## src/rtl/hazard_stall_controller.sv

```systemverilog
// ============================================================================
// Module      : hazard_stall_controller
// Description : Load-use / ID-branch / MUL-DIV stall control for the 5-stage
//               pipeline, with a saturating stall-cycle counter.
// Revision    : 1.0 - initial release
// ============================================================================
`default_nettype none

module hazard_stall_controller #(
    parameter int MULDIV_LAT = 4,
    parameter int CNT_W      = 16
) (
    input  logic             Clk,
    input  logic             Rst,
    input  logic [4:0]       IDrs,
    input  logic [4:0]       IDrt,
    input  logic             IDUsesRt,
    input  logic             IDBranch,
    input  logic             IDBranchTaken,
    input  logic             IDMulDivStart,
    input  logic             IDReadsHiLo,
    input  logic             EXRegWrite,
    input  logic             EXMemRead,
    input  logic [4:0]       EXrd,
    input  logic             MemMemRead,
    input  logic [4:0]       Memrd,
    output logic             PCWrite,
    output logic             IFIDWrite,
    output logic             IDEXBubble,
    output logic             IFIDFlush,
    output logic             MulDivGo,
    output logic             MulDivBusy,
    output logic             MulDivDone,
    output logic [CNT_W-1:0] StallCycles
);

    localparam int MD_W = (MULDIV_LAT > 1) ? $clog2(MULDIV_LAT) : 1;

    typedef enum logic {
        MD_IDLE = 1'b0,
        MD_BUSY = 1'b1
    } md_state_t;

    md_state_t        state_q;
    logic [MD_W-1:0]  md_cnt_q;
    logic             done_q;
    logic [CNT_W-1:0] stall_cnt_q;

    logic w_load_use;
    logic w_br_ex;
    logic w_br_mem;
    logic w_md_haz;
    logic w_stall;
    logic w_run;

    // $zero is hard-wired, so it can never be a real producer.
    function automatic logic id_match(input logic [4:0] r, input logic [4:0] rs,
                                      input logic [4:0] rt, input logic uses_rt);
        return (r != 5'd0) && ((r == rs) || (uses_rt && (r == rt)));
    endfunction

    assign w_load_use = EXMemRead & id_match(EXrd, IDrs, IDrt, IDUsesRt);
    assign w_br_ex    = IDBranch & EXRegWrite & id_match(EXrd, IDrs, IDrt, IDUsesRt);
    assign w_br_mem   = IDBranch & MemMemRead & id_match(Memrd, IDrs, IDrt, IDUsesRt);
    assign w_md_haz   = MulDivBusy & (IDReadsHiLo | IDMulDivStart);
    assign w_stall    = w_load_use | w_br_ex | w_br_mem | w_md_haz;

    // While reset is asserted the pipeline is held in the safe stall pattern.
    assign w_run      = Rst & ~w_stall;

    assign PCWrite     = w_run;
    assign IFIDWrite   = w_run;
    assign IDEXBubble  = ~w_run;
    assign IFIDFlush   = w_run & IDBranch & IDBranchTaken;
    assign MulDivGo    = w_run & IDMulDivStart;
    assign MulDivBusy  = (state_q == MD_BUSY);
    assign MulDivDone  = done_q;
    assign StallCycles = stall_cnt_q;

    always_ff @(posedge Clk or negedge Rst) begin
        if (!Rst) begin
            state_q     <= MD_IDLE;
            md_cnt_q    <= '0;
            done_q      <= 1'b0;
            stall_cnt_q <= '0;
        end else begin
            done_q <= 1'b0;
            if (w_stall && (stall_cnt_q != {CNT_W{1'b1}})) begin
                stall_cnt_q <= stall_cnt_q + CNT_W'(1);
            end
            case (state_q)
                MD_IDLE: begin
                    if (MulDivGo) begin
                        state_q  <= MD_BUSY;
                        md_cnt_q <= MD_W'(MULDIV_LAT - 1);
                    end
                end
                MD_BUSY: begin
                    if (md_cnt_q == '0) begin
                        state_q <= MD_IDLE;
                        done_q  <= 1'b1;
                    end else begin
                        md_cnt_q <= md_cnt_q - MD_W'(1);
                    end
                end
                default: state_q <= MD_IDLE;
            endcase
        end
    end

endmodule

`default_nettype wire
```

## config.mk

```make
export PLATFORM = sky130hd
export DESIGN_NAME = hazard_stall_controller
export DESIGN_NICKNAME = d
export VERILOG_FILES = /design/src/rtl/hazard_stall_controller.sv
export SDC_FILE = /design/constraint.sdc
export NUM_CORES = 1
export LEC_CHECK = 0
export ABC_AREA = 1
export CORE_MARGIN = 2
export CORE_UTILIZATION = 41
export CTS_CLUSTER_DIAMETER = 150
export DETAILED_ROUTE_END_ITERATION = 7
export MAX_ROUTING_LAYER = met4
export PLACE_DENSITY = 0.76
export SYNTH_ARGS = -nofsm -noshare
export SYNTH_HDL_FRONTEND = slang
export SYNTH_SLANG_ARGS = --single-unit
```

## constraint.sdc

```tcl
create_clock -name Clk -period 1.35 [get_ports Clk]
set_input_delay 0.135 -clock Clk [delete_from_list [all_inputs] [get_ports Clk]]
set_output_delay 0.135 -clock Clk [all_outputs]
set_load 0.05 [all_outputs]
```

==> results by group, run 1 <==
Outcome
  • Outcome: finished, violations left
  • Failing checks: setup timing

Synth
  • Synth top cells by count: nand2_1 (83), inv_1 (34), dfrtp_1 (20), nor2_1 (17), nand3_1 (16)
  • Simple-gate share of the synthesized area: 0.362
  • Yosys cell types: 27
  • Synth top area share: 0.319
  • Post-synthesis instance total: 234
  • Yosys reg bits: 20
  • Post-Synth Adder-Cell Area: 0.0160
  • Most numerous cell in the Yosys netlist: nand2_1
  • Post-synthesis xor/xnor area fraction: 0.106
  • Syn_nets: 266
  • Seq/Total Area, Yosys: 0.319
  • Main synth FF type: dfrtp_1
  • Synthesized area per cell: 6.70 um^2
  • Post-synth top area cell: dfrtp_1
  • Multiplexer area fraction after synthesis: 0
  • EDFF count, synth: 0
  • Asr flop ratio synth: 1.00
  • Top cells by area, synth: dfrtp_1 (32%), nand2_1 (20%), inv_1 (8.1%)
  • Main combinational cell family by area after synthesis: simple AND/OR/NAND/NOR gates
  • Synth Area in Compound Gates: 0.0790
  • Synth Warn #: 0
  • Post-Syn Area: 1570 um^2

Setup path
  • Max incr delay on CP: 0.46 ns
  • Startpoint type of the worst setup path: flip-flop
  • Reg2reg start: StallCycles[0]$_DFFE_PN0P_
  • Crit-path slowest cell: dfrtp_2
  • CP Class: reg -> reg
  • R2r setup slk: -0.27 ns
  • CP endpoint kind: flip-flop
  • FF-to-FF End: StallCycles[0]$_DFFE_PN0P_
  • CP required: 1.51 ns
  • Worst-path maximum fanout: 7
  • R2R cell count: 7
  • CP Data Arrival Time: 1.79 ns
  • Crit path cell chain: ha_4, nand3_4, inv_4, nand4_1, nand2_4, buf_12, xnor2_2

Power and ir drop
  • Seq pwr share: 0.193
  • Clk network pwr share: 0.088
  • Switching share of power: 0.469
  • Tot Pwr: 0.00546 W
  • P_int: 0.00290 W
  • VDD IR max: 1480 uV
  • Lkg Pwr: 1.54 nW
  • P_sw: 0.00256 W
  • PwrDens: 1790 nW/um^2
  • Comb power frac: 0.719

Die
  • Die span in x: 65.8 um
  • Core area: 3660 um^2
  • Rows: 22
  • Die area: 4330 um^2
  • Die H: 65.8 um
  • Initial core utilization: 0.428
  • # IOs: 53

Clock network
  • Clock latency on the worst-skew pair: 0.26 ns
  • Post-CTS Hold Buffers: 0
  • Root buffer cell: clkbuf_8
  • Clock sink count: 20
  • Clock-pin slew on the worst setup and hold paths: 0.08 ns
  • Num CTS Buffers: 3
  • Number of H-tree levels: 1
  • CTS tree: yes
  • Clock Tree Buf Depth: 2

Global routing
  • Total GRT Usage: 0.254
  • Grt ovf: 0
  • Pin count of the biggest net entering global routing: 18
  • Initial antenna violation count: 0
  • First-pass GRT wire length: 8340 um
  • Vias in the first global route: 1,914

Job
  • Max Cap Violations: 0

Layout
  • Total Nets Final: 373
  • Share of cells above drive strength 1: 0.494
  • # diodes: 0
  • Utilization after layout: 0.832
  • Fin area: 3040 um^2
  • Layout area overhead: 94.2%

Timing
  • Final WS setup: -0.271 ns
  • Worst Hold Slack: 0.344 ns
  • Final period util: 1.20
  • FMAX: 617 MHz
  • RSZ-0062 raised after global routing: true
  • Final Critical Period: 1.62 ns
  • Max_slew headroom: 0.785
  • Worst-Margin Slew: 0.322 ns
  • Final hold vios: 0
  • Slew Viols, Final: 0
  • Setup-failing EPs final: 24
  • Clk_skew: 0.00284 ns

Place
  • Gp weighted congestion: 0.928
  • Post-placement cell area: 2720 um^2
  • # port buffers: 52
  • Worst slack, placed: -0.547 ns
  • Post-detail-place hpwl: 3570 um

Drt
  • Routed WL per cell: 14.7 um
  • DRC viols: 0
  • Drt via density: 5.02
  • Final ANT Viol Nets: 0
  • 1st-iter DRT viols: 141
  • First-pass DRT Iterations: 4
  • DR vias: 1,948
  • Post-Route WL: 5690 um

Worst hold path
  • Hold Path Class: in -> async
-- stage by stage --
| stage | setup TNS (ns) | cells |
|---|---|---|
| 2_1_floorplan | -3.66 | 234 |
| 3_3_place_gp | -10.31 | 370 |
| 3_5_place_dp | -11.36 | 370 |
| 4_1_cts | -2.06 | 384 |
| 5_1_grt | -5.27 | 388 |
| 6_report | -3.83 | 388 |
-- power groups by stage --
stage          logic [W]  clock network, W  registers (W)
2_1_floorplan    0.00106                 0        0.00162
3_3_place_gp     0.00316                 0        0.00102
3_5_place_dp     0.00325                 0        0.00103
4_1_cts          0.00361          0.000467        0.00103
5_1_grt          0.00414          0.000511        0.00108
6_report         0.00393          0.000480        0.00106
-- cell families after synthesis --
group / after synthesis
fa+ha+maj: 2
flops: 20
compound gates: 19
buf+inv: 42
simple gates: 132
xor+xnor: 19
-- critical path: cells and delay by family, from the launching register on --
kind / cells / cell delay [ns]
adder cells (fa/ha/maj): 1 / 0.18
flip-flops: 1 / 0.46
AND/OR/NAND/NOR: 3 / 0.42
XOR/XNOR: 1 / 0.20
buffers and inverters: 2 / 0.25
-- final cells by class --
| type | count | area, um^2 |
|---|---|---|
| multi-input cells | 172 | 1110 |
| repair buffers | 103 | 1110 |
| fillers | 207 | 617 |
| flip-flops and latches | 20 | 519 |
| inverters | 39 | 163 |
| well taps | 48 | 60.1 |
| clock buffers | 4 | 55.1 |
| repair inverters | 2 | 17.5 |
-- routing by layer --
| metal | global-route usage | routed length, um | vias to the layer above | part of all wire |
|---|---|---|---|---|
| li1 | - | - | 938 | - |
| met1 | 0.309 | 2100 | 906 | 0.37 |
| met2 | 0.437 | 3000 | 84 | 0.53 |
| met3 | 0.0392 | 356 | 20 | 0.063 |
| met4 | 0.0703 | 238 | 0 | 0.042 |
| met5 | - | 0 | - | 0 |
-- layout by cell type (no fill, tap or decap), types with 3 or more instances in the layout --
cell,count
inv_1,27
xnor2_1,7
dlygate4sd2_1,13
buf_6,6
xor2_1,8
clkbuf_8,4
nand2_2,18
dfrtp_2,15
nand3_1,14
inv_4,3
nand2_4,10
buf_12,23
nand2_1,58
nand4_1,3
o21ai_2,9
buf_4,44
nor2_1,16
dfrtp_1,5
nor3_1,4
inv_2,8
clkbuf_2,7
o21ai_1,6
clkdlybuf4s50_1,7
-- what timing repair did --
action	in CTS	in global routing
cloned	2	0
gates resized for setup	60	40
buffers inserted	8	4
endpoints found under the setup margin	24	24
pin swaps	16	13
-- flip-flops by register name, indices dropped and copies added (netlist names) --
name         flops
MulDivBusy       1
MulDivDone       1
md_cnt_q         2
StallCycles     16
-- worst max path at each step --
stage                               start                          to
2_1_floorplan        MulDivBusy$_DFF_PN0_                     PCWrite
3_3_place_gp                     Memrd[0]                    MulDivGo
3_5_place_dp                      EXrd[0]     md_cnt_q[1]$_DFFE_PN0P_
4_1_cts              MulDivBusy$_DFF_PN0_                    MulDivGo
5_1_grt                           IDrt[1]                    MulDivGo
6_report       StallCycles[0]$_DFFE_PN0P_  StallCycles[0]$_DFFE_PN0P_
No activity file was read; power rests on OpenSTA's default activity.
==> inputs of run 2 (changes only) <==
--- a/config.mk
+++ b/config.mk
@@ -10,6 +10,7 @@
 export CORE_UTILIZATION = 41
 export CTS_CLUSTER_DIAMETER = 150
 export DETAILED_ROUTE_END_ITERATION = 7
+export GPL_TIMING_DRIVEN = 0
 export MAX_ROUTING_LAYER = met4
 export PLACE_DENSITY = 0.76
 export SYNTH_ARGS = -nofsm -noshare
==> results by group, run 2 (synthesized netlist as in run 1, its figures left out) <==
Clock network
  • Clock sink count: 20
  • Num CTS Buffers: 3
  • Number of H-tree levels: 1
  • CTS tree: yes
  • Clock-pin slew on the worst setup and hold paths: 0.08 ns
  • Clock Tree Buf Depth: 2
  • Clock latency on the worst-skew pair: 0.26 ns
  • Root buffer cell: clkbuf_8

Die
  • Initial core utilization: 0.428
  • # IOs: 53
  • Die area: 4330 um^2
  • Rows: 22
  • Die H: 65.8 um
  • Die span in x: 65.8 um
  • Core area: 3660 um^2

Timing
  • Clk_skew: 0.00707 ns
  • Worst Hold Slack: -0.0344 ns
  • Max_slew headroom: 0.593
  • FMAX: 633 MHz
  • Worst-Margin Slew: 0.610 ns
  • RSZ-0062 raised after global routing: true
  • Slew Viols, Final: 0
  • Final Critical Period: 1.58 ns
  • Final hold vios: 20
  • Final period util: 1.17
  • Setup-failing EPs final: 22
  • Final WS setup: -0.230 ns

Drt
  • First-pass DRT Iterations: 6
  • Routed WL per cell: 13.3 um
  • DRC viols: 0
  • Drt via density: 5.02
  • DR vias: 1,806
  • Final ANT Viol Nets: 0
  • Post-Route WL: 4790 um
  • 1st-iter DRT viols: 129

Layout
  • Finished Layout Cells: 360
  • # diodes: 0
  • Most common cell after layout, fill and taps aside: nand2_1
  • FILL cells: 313
  • Layout area overhead: 63.1%
  • Most frequent cells in the layout: nand2_1 (65), clkbuf_2 (28), inv_1 (25)
  • Flip-flop count of the largest register after layout: 16
  • Total Nets Final: 345
  • Share of cells above drive strength 1: 0.465
  • Fin area: 2560 um^2

Global routing
  • Vias in the first global route: 1,684
  • Initial antenna violation count: 0
  • Total GRT Usage: 0.230
  • Pin count of the biggest net entering global routing: 23
  • First-pass GRT wire length: 7400 um
  • Grt ovf: 0

Setup path
  • CP Class: reg -> reg
  • R2R cell count: 8
  • Reg2reg start: StallCycles[12]$_DFFE_PN0P_
  • CP Data Arrival Time: 1.75 ns
  • CP endpoint kind: flip-flop
  • R2r setup slk: -0.23 ns
  • FF-to-FF End: StallCycles[5]$_DFFE_PN0P_
  • Startpoint type of the worst setup path: flip-flop
  • Worst-path maximum fanout: 5
  • CP required: 1.52 ns

Place
  • Post-placement cell area: 2230 um^2
  • Cells after DPL: 334
  • Post-detail-place hpwl: 3060 um
  • # port buffers: 52
  • Gp weighted congestion: 0.931

Power and ir drop
  • P_int: 0.00214 W
  • Clk network pwr share: 0.094
  • Seq pwr share: 0.245
  • PwrDens: 1700 nW/um^2
  • P_sw: 0.00221 W
  • VDD IR max: 1360 uV
  • Lkg Pwr: 1.30 nW
  • Comb power frac: 0.661
  • Switching share of power: 0.509

Outcome
  • Failing checks: hold timing, setup timing
  • Outcome: finished, violations left

Job
  • Max Cap Violations: 0

Worst hold path
  • Hold Path Class: in -> async
-- run 2: cell types whose count changed in the layout (fill, tap and decap cells not counted), moves of 6 or more --
cell | before | now
buf_4 | 44 | 14
dlygate4sd2_1 | 13 | 7
nand2_4 | 10 | 4
clkbuf_2 | 7 | 28
nand2_1 | 58 | 65
buf_12 | 23 | 2
-- run 2: power by group through the flow --
| stage | combinational, W | clock [W] | sequential, W |
|---|---|---|---|
| after floorplan | 0.00106 | 0 | 0.00162 |
| after global placement | 0.00229 | 0 | 0.00106 |
| after detailed placement | 0.00232 | 0 | 0.00107 |
| after CTS | 0.00269 | 0.000414 | 0.00103 |
| after global routing | 0.00307 | 0.000441 | 0.00110 |
| final | 0.00288 | 0.000408 | 0.00107 |
-- run 2: critical path: stages, from the launching register on --
cell	delay (ns)
dfrtp_2	0.44
nand2_2	0.12
nor3_2	0.19
nand4_1	0.17
nand2_4	0.15
buf_6	0.12
buf_6	0.12
nand2_1	0.07
o21ai_1	0.11
-- run 2: how the worst max path moves through the flow --
stage | depth (start not counted) | from | end | slack [ns]
3_3_place_gp | 4 | Rst | MulDivGo | -1.43
6_report | 8 | StallCycles[12]$_DFFE_PN0P_ | StallCycles[5]$_DFFE_PN0P_ | -0.23
2_1_floorplan | 6 | MulDivBusy$_DFF_PN0_ | PCWrite | -0.34
3_5_place_dp | 4 | Rst | MulDivGo | -1.45
5_1_grt | 8 | StallCycles[12]$_DFFE_PN0P_ | StallCycles[5]$_DFFE_PN0P_ | -0.29
4_1_cts | 7 | MulDivBusy$_DFF_PN0_ | PCWrite | -0.29
-- run 2: timing repair --
action                                 4_1_cts  5_1_grt
setup buffers                               15        5
pin swaps                                   14       22
endpoints found under the hold margin       20        0
setup endpoints to repair                   42       34
gates resized for setup                    117       86
cloned                                       2        0
-- run 2: final cells by class --
class                   count  area (um^2)  share of cell area
well taps                  48         60.1              0.0235
multi-input cells         172         1120               0.437
plain buffers               3         46.3              0.0181
repair buffers             74          608               0.238
flip-flops and latches     20          519               0.203
clock buffers               4         45.0              0.0176
inverters                  39          160              0.0626
-- run 2: stage by stage --
step                      utilization  setup TNS [ns]  power (W)  worst slack [ns]
after global placement          0.610          -18.89    0.00335             -1.43
final                           0.699           -2.89    0.00435            -0.230
after CTS                       0.684           -3.05    0.00413            -0.285
after floorplan                     -           -3.66    0.00268            -0.338
after global routing            0.699           -4.35    0.00461            -0.288
after detailed placement        0.610          -19.79    0.00339             -1.45
-- run 2: per-layer routing --
layer	track usage	vias up	part of all wire
met5	-	-	0
met4	0.0990	0	0.037
met3	0.0477	17	0.059
met2	0.371	74	0.51
met1	0.279	829	0.39
li1	-	886	-
